$ cat config.mk
export PLATFORM = sky130hd
export DESIGN_NAME = vga_pixel_engine
export DESIGN_NICKNAME = d
export VERILOG_FILES = /design/src/rtl/vga_pkg.sv /design/src/rtl/vga_timing_counter.sv /design/src/rtl/vga_pixel_engine.sv
export SDC_FILE = /design/constraint.sdc
export NUM_CORES = 1
export LEC_CHECK = 0
export ABC_AREA = 1
export ABC_CLOCK_PERIOD_IN_PS = 2200
export CORE_MARGIN = 8
export CORE_UTILIZATION = 56
export CTS_CLUSTER_SIZE = 20
export DETAILED_ROUTE_END_ITERATION = 7
export PLACE_DENSITY = 0.8
export SLEW_MARGIN = 25
export SYNTH_ARGS = -nofsm -noshare
export SYNTH_HDL_FRONTEND = slang
export SYNTH_HIERARCHICAL = 1
export SYNTH_SLANG_ARGS = --single-unit
$ cat constraint.sdc
create_clock -name clk -period 2.2 [get_ports clk]
set_input_delay 0.44 -clock clk [delete_from_list [all_inputs] [get_ports clk]]
set_output_delay 0.44 -clock clk [all_outputs]
set_load 0.05 [all_outputs]
$ cat src/rtl/vga_pkg.sv
// Shared definitions for the VGA pixel engine: modes, config layout, LFSR.
package vga_pkg;

  typedef enum logic [2:0] {
    MODE_NOISE   = 3'd0,
    MODE_SOLID   = 3'd1,
    MODE_GLYPH   = 3'd2,
    MODE_BARS    = 3'd3,
    MODE_CHECKER = 3'd4,
    MODE_RSVD5   = 3'd5,
    MODE_RSVD6   = 3'd6,
    MODE_RSVD7   = 3'd7
  } mode_t;

  // Config word field positions
  localparam int CFG_MODE_LSB  = 29;
  localparam int CFG_FG_LSB    = 16;
  localparam int CFG_BG_LSB    = 4;
  localparam int CFG_SHIFT_LSB = 0;

  typedef struct packed {
    mode_t       mode;
    logic [11:0] fg;
    logic [11:0] bg;
    logic [3:0]  shift;
  } cfg_t;

  // Right-shifting Galois form of x^16+x^14+x^13+x^11+1
  localparam logic [15:0] LFSR_TAPS = 16'hB400;

  localparam cfg_t CFG_RESET = '{mode: MODE_GLYPH, fg: 12'hFFF, bg: 12'h000, shift: 4'h0};

  function automatic logic [15:0] lfsr_next(input logic [15:0] s);
    return {1'b0, s[15:1]} ^ (s[0] ? LFSR_TAPS : 16'h0000);
  endfunction

endpackage

$ cat src/rtl/vga_timing_counter.sv
// Parametrised h/v raster counters with sync, data-enable and frame-end decode.
module vga_timing_counter
  import vga_pkg::*;
#(
  parameter int H_ACTIVE    = 640,
  parameter int H_FP        = 16,
  parameter int H_SYNC      = 96,
  parameter int H_BP        = 48,
  parameter int V_ACTIVE    = 480,
  parameter int V_FP        = 10,
  parameter int V_SYNC      = 2,
  parameter int V_BP        = 33,
  parameter bit SYNC_ACTIVE = 1'b0
) (
  input  logic       clk,
  input  logic       rst_n,
  output logic [9:0] h,
  output logic [9:0] v,
  output logic       hs,
  output logic       vs,
  output logic       de,
  output logic       frame_end
);

  localparam int H_TOTAL = H_ACTIVE + H_FP + H_SYNC + H_BP;
  localparam int V_TOTAL = V_ACTIVE + V_FP + V_SYNC + V_BP;

  if (H_TOTAL > 1024 || V_TOTAL > 1024) begin : g_bad_total
    $error("vga_timing_counter: H_TOTAL and V_TOTAL must be <= 1024");
  end

  localparam logic [9:0]  H_LAST   = 10'(H_TOTAL - 1);
  localparam logic [9:0]  V_LAST   = 10'(V_TOTAL - 1);
  // 11-bit compare bounds so a range ending exactly at 1024 still decodes
  localparam logic [10:0] H_ACT    = 11'(H_ACTIVE);
  localparam logic [10:0] V_ACT    = 11'(V_ACTIVE);
  localparam logic [10:0] HS_START = 11'(H_ACTIVE + H_FP);
  localparam logic [10:0] HS_END   = 11'(H_ACTIVE + H_FP + H_SYNC);
  localparam logic [10:0] VS_START = 11'(V_ACTIVE + V_FP);
  localparam logic [10:0] VS_END   = 11'(V_ACTIVE + V_FP + V_SYNC);

  logic [10:0] hx;
  logic [10:0] vx;

  // Raster position: h wraps each line, v advances on h wrap
  always_ff @(posedge clk or negedge rst_n) begin
    if (!rst_n) begin
      h <= '0;
      v <= '0;
    end else if (h == H_LAST) begin
      h <= '0;
      v <= (v == V_LAST) ? '0 : v + 10'd1;
    end else begin
      h <= h + 10'd1;
    end
  end

  // Sync / enable / frame-end decode straight from the counters
  always_comb begin
    hx        = {1'b0, h};
    vx        = {1'b0, v};
    hs        = (hx >= HS_START && hx < HS_END) ? SYNC_ACTIVE : ~SYNC_ACTIVE;
    vs        = (vx >= VS_START && vx < VS_END) ? SYNC_ACTIVE : ~SYNC_ACTIVE;
    de        = (hx < H_ACT) && (vx < V_ACT);
    frame_end = (h == '0) && (vx == V_ACT);
  end

endmodule

$ cat src/rtl/vga_pixel_engine.sv
// VGA pixel engine: timing, five pixel sources, frame-synchronous config,
// 2-stage registered output with sync aligned to colour.
module vga_pixel_engine
  import vga_pkg::*;
#(
  parameter int          H_ACTIVE    = 640,
  parameter int          H_FP        = 16,
  parameter int          H_SYNC      = 96,
  parameter int          H_BP        = 48,
  parameter int          V_ACTIVE    = 480,
  parameter int          V_FP        = 10,
  parameter int          V_SYNC      = 2,
  parameter int          V_BP        = 33,
  parameter int          COLOR_BITS  = 2,
  parameter bit          SYNC_ACTIVE = 1'b0,
  parameter logic [15:0] LFSR_SEED   = 16'hACE1
) (
  input  logic                    clk,
  input  logic                    rst_n,
  input  logic [31:0]             cfg_data,
  input  logic                    cfg_valid,
  input  logic                    glyph_bit,
  output logic [9:0]              px_x,
  output logic [9:0]              px_y,
  output logic                    hs,
  output logic                    vs,
  output logic [3*COLOR_BITS-1:0] rgb,
  output logic                    de,
  output logic                    frame_end,
  output logic                    cfg_applied
);

  localparam int         CW       = 3 * COLOR_BITS;
  localparam int         BAR_W    = H_ACTIVE / 8;
  localparam logic [9:0] BAR_LAST = 10'(BAR_W - 1);

  if (COLOR_BITS < 1 || COLOR_BITS > 4) begin : g_bad_cb
    $error("vga_pixel_engine: COLOR_BITS must be 1..4");
  end
  if (LFSR_SEED == 16'h0000) begin : g_bad_seed
    $error("vga_pixel_engine: LFSR_SEED must be non-zero");
  end
  if (H_ACTIVE < 8) begin : g_bad_hact
    $error("vga_pixel_engine: H_ACTIVE must be at least 8");
  end

  // Stage 0: raster counters
  logic [9:0] h0, v0;
  logic       hs0, vs0, de0;

  vga_timing_counter #(
    .H_ACTIVE   (H_ACTIVE),
    .H_FP       (H_FP),
    .H_SYNC     (H_SYNC),
    .H_BP       (H_BP),
    .V_ACTIVE   (V_ACTIVE),
    .V_FP       (V_FP),
    .V_SYNC     (V_SYNC),
    .V_BP       (V_BP),
    .SYNC_ACTIVE(SYNC_ACTIVE)
  ) u_timing (
    .clk      (clk),
    .rst_n    (rst_n),
    .h        (h0),
    .v        (v0),
    .hs       (hs0),
    .vs       (vs0),
    .de       (de0),
    .frame_end(frame_end)
  );

  assign px_x = h0;
  assign px_y = v0;

  // Stage 1 state
  logic       hs1, vs1, de1;
  logic [9:0] x1, y1;
  logic [9:0] bar_pos;
  logic [2:0] bar_idx;
  logic [15:0] lfsr;

  // Config shadowing
  cfg_t cfg_in, cfg_pend, cfg_act;
  logic pend;

  // Colour selection
  logic [CW-1:0] col, fg_c, bg_c, bar_c;
  logic [3:0]    shift_c;

  // Field bits that are carried but not consumed at this colour depth
  logic unused_bits;
  assign unused_bits = ^{cfg_data[28], cfg_act.fg, cfg_act.bg};

  always_comb begin
    cfg_in.mode  = mode_t'(cfg_data[CFG_MODE_LSB +: 3]);
    cfg_in.fg    = cfg_data[CFG_FG_LSB +: 12];
    cfg_in.bg    = cfg_data[CFG_BG_LSB +: 12];
    cfg_in.shift = cfg_data[CFG_SHIFT_LSB +: 4];
  end

  // Stage 1: register position/sync/enable; bar index tracks h by counting, not dividing
  always_ff @(posedge clk or negedge rst_n) begin
    if (!rst_n) begin
      hs1     <= ~SYNC_ACTIVE;
      vs1     <= ~SYNC_ACTIVE;
      de1     <= 1'b0;
      x1      <= '0;
      y1      <= '0;
      bar_pos <= '0;
      bar_idx <= '0;
    end else begin
      hs1 <= hs0;
      vs1 <= vs0;
      de1 <= de0;
      x1  <= h0;
      y1  <= v0;
      if (h0 == '0) begin
        bar_pos <= '0;
        bar_idx <= '0;
      end else if (bar_pos == BAR_LAST) begin
        bar_pos <= '0;
        bar_idx <= (bar_idx == 3'd7) ? bar_idx : bar_idx + 3'd1;
      end else begin
        bar_pos <= bar_pos + 10'd1;
      end
    end
  end

  // Noise source: one step per visible pixel
  always_ff @(posedge clk or negedge rst_n) begin
    if (!rst_n) lfsr <= LFSR_SEED;
    else if (de1) lfsr <= lfsr_next(lfsr);
  end

  // Config: last write wins; the pending word commits only on frame_end.
  // A write landing on frame_end stays pending while the older word commits.
  always_ff @(posedge clk or negedge rst_n) begin
    if (!rst_n) begin
      cfg_pend    <= CFG_RESET;
      cfg_act     <= CFG_RESET;
      pend        <= 1'b0;
      cfg_applied <= 1'b0;
    end else begin
      cfg_applied <= frame_end && pend;
      if (frame_end && pend) cfg_act <= cfg_pend;
      if (cfg_valid) begin
        cfg_pend <= cfg_in;
        pend     <= 1'b1;
      end else if (frame_end) begin
        pend <= 1'b0;
      end
    end
  end

  // Stage 2 colour from stage-1 position, glyph input and active config
  always_comb begin
    col     = '0;
    fg_c    = cfg_act.fg[CW-1:0];
    bg_c    = cfg_act.bg[CW-1:0];
    bar_c   = {{COLOR_BITS{bar_idx[2]}}, {COLOR_BITS{bar_idx[1]}}, {COLOR_BITS{bar_idx[0]}}};
    shift_c = (cfg_act.shift > 4'd9) ? 4'd9 : cfg_act.shift;
    case (cfg_act.mode)
      MODE_NOISE:   col = lfsr[CW-1:0];
      MODE_GLYPH:   col = glyph_bit ? fg_c : bg_c;
      MODE_BARS:    col = bar_c;
      MODE_CHECKER: col = (x1[shift_c] ^ y1[shift_c]) ? fg_c : bg_c;
      default:      col = fg_c;
    endcase
  end

  // Stage 2: register all outputs together; blanking forces black
  always_ff @(posedge clk or negedge rst_n) begin
    if (!rst_n) begin
      hs  <= ~SYNC_ACTIVE;
      vs  <= ~SYNC_ACTIVE;
      de  <= 1'b0;
      rgb <= '0;
    end else begin
      hs  <= hs1;
      vs  <= vs1;
      de  <= de1;
      rgb <= de1 ? col : '0;
    end
  end

endmodule

Word level (Yosys, flattened, before mapping)
Index checks and enable logic that the tools add are counted.
- bits in registers: 121
- logic and storage cells: 78
- $add $sub $neg: 4
- magnitude comparators: 8
- eq/ne operators: 9
- muxes and demuxes: 21
- bitwise operators: 2
- reduce and logical (&&, ||, !) cells: 10
- operators by type and width (kind ; count):
    $mux W10 ; 4
    $add A10 B1 Y10 const B ; 3
    $pmux W6 S4 ; 1
    $eq A10 B10 Y1 const B ; 2
    $lt A10 B10 Y1 const B ; 2
    $lt A10 B9 Y1 const B ; 2
    $mux W6 ; 3
    $mux W16 ; 1
    $xor A15 B16 Y16 ; 1
    $eq A10 B7 Y1 const B ; 1
    $eq A10 B9 Y1 const B ; 1
    $ge A10 B10 Y1 const B ; 1
    $ge A10 B9 Y1 const B ; 1
    $logic_not A10 Y1 ; 1
    $mux W3 ; 3
    $bmux W1 S4 ; 2
    $eq A3 B2 Y1 const B ; 2
    $eq A3 B3 Y1 const B ; 2
    $mux W1 ; 6
    $logic_and A1 B1 Y1 ; 5
    $lt A4 B5 Y1 const B ; 1
    $gt A4 B4 Y1 const B ; 1
    $mux W4 ; 1
    $reduce_bool A2 Y1 ; 2
    other kinds (5) ; 5

Longest topological paths before layout
- depth in word-level cells: 8
- depth in mapped cells: 13

Modules after synthesis
Netlist, hierarchy kept.
- by module, submodules not included (module ; times used ; cells each ; area each (µm²) ; sequential area each (µm²)):
    vga_pixel_engine ; 1 ; 461 ; 4287.9 ; 2560.0
    vga_timing_counter ; 1 ; 165 ; 1233.7 ; 500.5

Worst setup path after synthesis
OpenSTA, ideal clock, no wires.
- kind: reg-to-reg
- start: register u_timing.v[0]
- end: register cfg_act (netlist bit bg_c[3])
- data arrival time: 3564 ps
- path slack: -1494 ps
- stages on the path, launching flop included: 10
- path buffers: 2
- period minus slack after synthesis: 3694 ps
- cell sequence: dfrtp_1 > inv_1 > ha_1 > nand3_1 > nor4_1 > nand2_1 > clkbuf_1 > clkbuf_1 > nand2_1 > o21ai_0
- word-level cells in the longest chain between the ends: 3
- RTL lines (what ; RTL line ; RTL):
    start: declaration ; vga_timing_counter.sv:18 ; output logic [9:0] v,
    start signal: assignment ; vga_timing_counter.sv:52 ; v <= (v == V_LAST) ? '0 : v + 10'd1;
    $eq A10 B9 Y1 ; vga_timing_counter.sv:65 ; frame_end = (h == '0) && (vx == V_ACT);
    $logic_and A1 B1 Y1 ; vga_timing_counter.sv:65 ;
    via frame_end ; vga_pixel_engine.sv:29 ; output logic frame_end,
    $logic_and A1 B1 Y1 ; vga_pixel_engine.sv:145 ; if (frame_end && pend) cfg_act <= cfg_pend;
    end signal: assignment ; vga_pixel_engine.sv:145 ;
    end: declaration ; vga_pixel_engine.sv:83 ; cfg_t cfg_in, cfg_pend, cfg_act;
The timed path passes the listed nets, and every way through them passes these cells.
A chain may end at the register's enable or synchronous reset.

Worst setup path after layout
- start: register u_timing.v[5]
- end: output port frame_end
- word-level cells in the longest chain between the ends: 2
- RTL lines (what ; RTL line):
    $eq A10 B9 Y1 ; vga_timing_counter.sv:65
    $logic_and A1 B1 Y1 ; vga_timing_counter.sv:65
    end: declaration ; vga_pixel_engine.sv:29
No other way between the ends.

==> run_results.csv <==
group,metric,value,unit
detailed_routing,drt_iter0_drc,348,
timing,fin_setup_tns,-0.103,ns
logic_synthesis,syn_nets,670,
timing,maxSlewViolCount,0,
timing,period_share,1.05,
logic_synthesis,postSynthCellCount,626,
worst_setup_path,critPathCaptureType,"output port",
global_routing,grt_pass1_wl,20.4,mm
detailed_routing,antenna_left,0,
logic_synthesis,ys_ff_latch,121,
layout,nFillCells,697,
clocking,cts_tree,"done",
timing,fmax,434,MHz
worst_setup_path,cp.arrival,1.86,ns
global_routing,track_usage,0.195,
placement,dp_slack,0.259,ns
timing,worst_pin_slew,0.522,ns
placement,gp_congestion,0.889,
layout,final_nets,751,
run,drv_cap,0,
clocking,cts_max_path_buffers,2,
layout,final_cells,853,
clocking,h-tree-depth,4,
logic_synthesis,syn_area,0.00552,mm2
layout,area_growth,26.7,%
min_path,min_path_type,"reg2reg",
timing,relSlewSlack,0.651,
clocking,numCtsBuffers,17,
clocking,cts-root-buf,"clkbuf_8",
layout,fin_util,0.723,
power,vdd_drop_max,0.546,mV
worst_setup_path,cp_max_fo,3,
placement,io_buffer_count,53,
logic_synthesis,seq_area_frac_synth,0.554,
placement,dpl.hpwl,8.02,mm
detailed_routing,wl_per_cell,14.3,um
status,status,"complete, but fails checks",
timing,setup_viol,1,
clocking,clk_latency,0.53,ns
detailed_routing,vias_per_cell,5.30,
floorplanning,die_h,115,um
logic_synthesis,synth-async-reset-ratio,1.00,
detailed_routing,vias,4520,
global_routing,antenna_found_initial,0,
logic_synthesis,synthTopCellsByArea,"dfrtp_1 (43%), dfstp_2 (12%), nand2_1 (9.3%)",
logic_synthesis,ys_warn_count,6,
detailed_routing,routed_wirelength,12.2,mm
logic_synthesis,synth.distinct_cells,40,
logic_synthesis,synth_top_area_cell,"dfrtp_1",
logic_synthesis,yosys.area.top_type_share,0.431,
clocking,clkTransAtPathRegs,0.06,ns
floorplanning,dieWidth,115,um
logic_synthesis,ys.flop_type,"dfrtp_1",
timing,hold_viol,0,
global_routing,grt_max_degree,67,
power,power.density,741,mW/mm2
logic_synthesis,syn_area_per_cell,8.82,um2
clocking,clkSinkCount,121,
logic_synthesis,synth_edf_count,0,
detailed_routing,firstDrtPassIters,5,
timing,min_period,2.30,ns
global_routing,grt_pass1_vias,4534,
timing,layout_setup_ws,-0.103,ns
detailed_routing,drcViolationCount,0,
layout,layout-drive-gt1-share,0.197,
floorplanning,coreArea,0.00968,mm2
floorplanning,die_area,0.0133,mm2
floorplanning,start_util,0.570,
floorplanning,rows,36,
placement,dpl.cell_count,801,
floorplanning,pin_count,67,
worst_setup_path,worst_ep_required_time,1.76,ns
worst_setup_path,start_kind,"register",
timing,rsz0062_at_grt,"yes",
power,leakagePower,3.28,nW
global_routing,grt.overflow.total,0,
layout,diodes,0,
worst_setup_path,worstSetupPathType,"reg2out",
status,violations,"setup timing",
timing,clock_skew,0.00871,ns
==> layout make-up <==
type	count	area, um2	area share
Timing Repair Buffer	78	729	0.104
Sequential cell	121	3080	0.440
Inverter	87	327	0.0467
Clock buffer	18	418	0.0597
Multi-Input combinational cell	402	2100	0.300
Clock inverter	14	175	0.0250
Tap cell	133	166	0.0238
==> power breakdown <==
part / total [mW] / switching, mW / internal, mW / leakage (nW)
logic: 0.147 / 0.0879 / 0.0587 / 1.49
registers: 2.28 / 0.00919 / 2.27 / 1.50
clock network: 2.76 / 1.03 / 1.73 / 0.282
==> cells in the mapped netlist (all sizes together) (6+ instances only) <==
cell type and instances:
nor3 12, nand4 9, dfrtp 95, nand3 45
dfstp 26, nor2 61, ha 8, a21oi 15
inv 87, nand2 146, a211oi 6, clkbuf 12
o21ai 74
==> path summary, 6_finish.rpt <==
path                       slack (ns)  cells after the start                 endpoint                 startpoint
max                             -0.10                      5                frame_end  u_timing/v[5]$_DFFE_PN0N_
min                              0.36                      0             vs$_DFF_PN1_              vs1$_DFF_PN1_
max reg2reg                      0.13                     11  cfg_act[30]$_DFFE_PN0P_  u_timing/v[5]$_DFFE_PN0N_
min reg2reg                      0.36                      0             vs$_DFF_PN1_              vs1$_DFF_PN1_
max in group asynchronous        1.38                      3      lfsr[0]$_DFFE_PN1P_                      rst_n
min in group asynchronous        0.46                      3  cfg_pend[3]$_DFFE_PN0P_                      rst_n
==> worst max-delay path, stage by stage, from the launching register on <==
cell and delay (ns):
dfrtp_2 0.38, inv_2 0.07, nor3_4 0.23, nand2_2 0.10
nor4_4 0.37, buf_12 0.18
==> metrics by stage <==
| stage | hold slack [ns] | power [mW] | instance area (um2) |
|---|---|---|---|
| floorplan | 0.144 | 2.36 | 5590 |
| finish | 0.356 | 5.18 | 7000 |
| global route | 0.358 | 5.36 | 7000 |
| detailed placement | 0.348 | 2.46 | 6260 |
| global placement | 0.347 | 2.46 | 6260 |
| CTS | 0.357 | 5.24 | 6870 |
==> state kept, by name, indices dropped and copies added (netlist names) <==
signal and flops:
lfsr 16, pend 1, hs1 1, vs1 1
bg_c 6, bar_idx 3, y1 10, cfg_act 13
rgb 6, u_timing/h 10, u_timing/v 10, vs 1
hs 1, cfg_applied 1, x1 10, de 1
de1 1, cfg_pend 19, bar_pos 10
==> logic make-up (layout without fill, tap and decap cells) <==
family / Yosys count / after routing / synth area share
adders and majority gates: 8 / 8 / 0.0181
AOI/OAI and AO/OA: 102 / 102 / 0.105
xor gates and xnor gates: 10 / 10 / 0.0172
DFF: 121 / 121 / 0.554
buffers and inverters: 103 / 197 / 0.0730
and+or+nand+nor: 282 / 282 / 0.232
==> repair_timing <==
action,4_1_cts,5_1_grt
cloned,0,0
hold buffers,1,0
endpoints found under the hold margin,95,0
gates resized for setup,26,7
pin swaps,1,2
buffers inserted,4,15
setup endpoints to repair,23,1
==> metal layers <==
metal	vias to the layer above	track usage	wire (um)
met5	-	0	0
met4	0	0.0902	282
met3	29	0.0494	585
met2	147	0.339	6380
met1	2168	0.222	4990
li1	2176	-	-
==> layout by cell type (no fill, tap or decap), types with 8 or more instances in the layout <==
master / count
nand2_1: 136
inv_1: 80
dfrtp_1: 79
nor2_1: 57
o21ai_0: 55
nand3_1: 37
clkdlybuf4s50_1: 29
dfstp_2: 26
buf_4: 22
dlygate4sd2_1: 22
o21ai_1: 18
clkbuf_16: 16
dfrtp_2: 16
nand4_1: 9
nor3_1: 9
nand2_2: 8
a21oi_1: 8
ha_1: 8
Note: power is estimated with default switching activity, not from simulation.
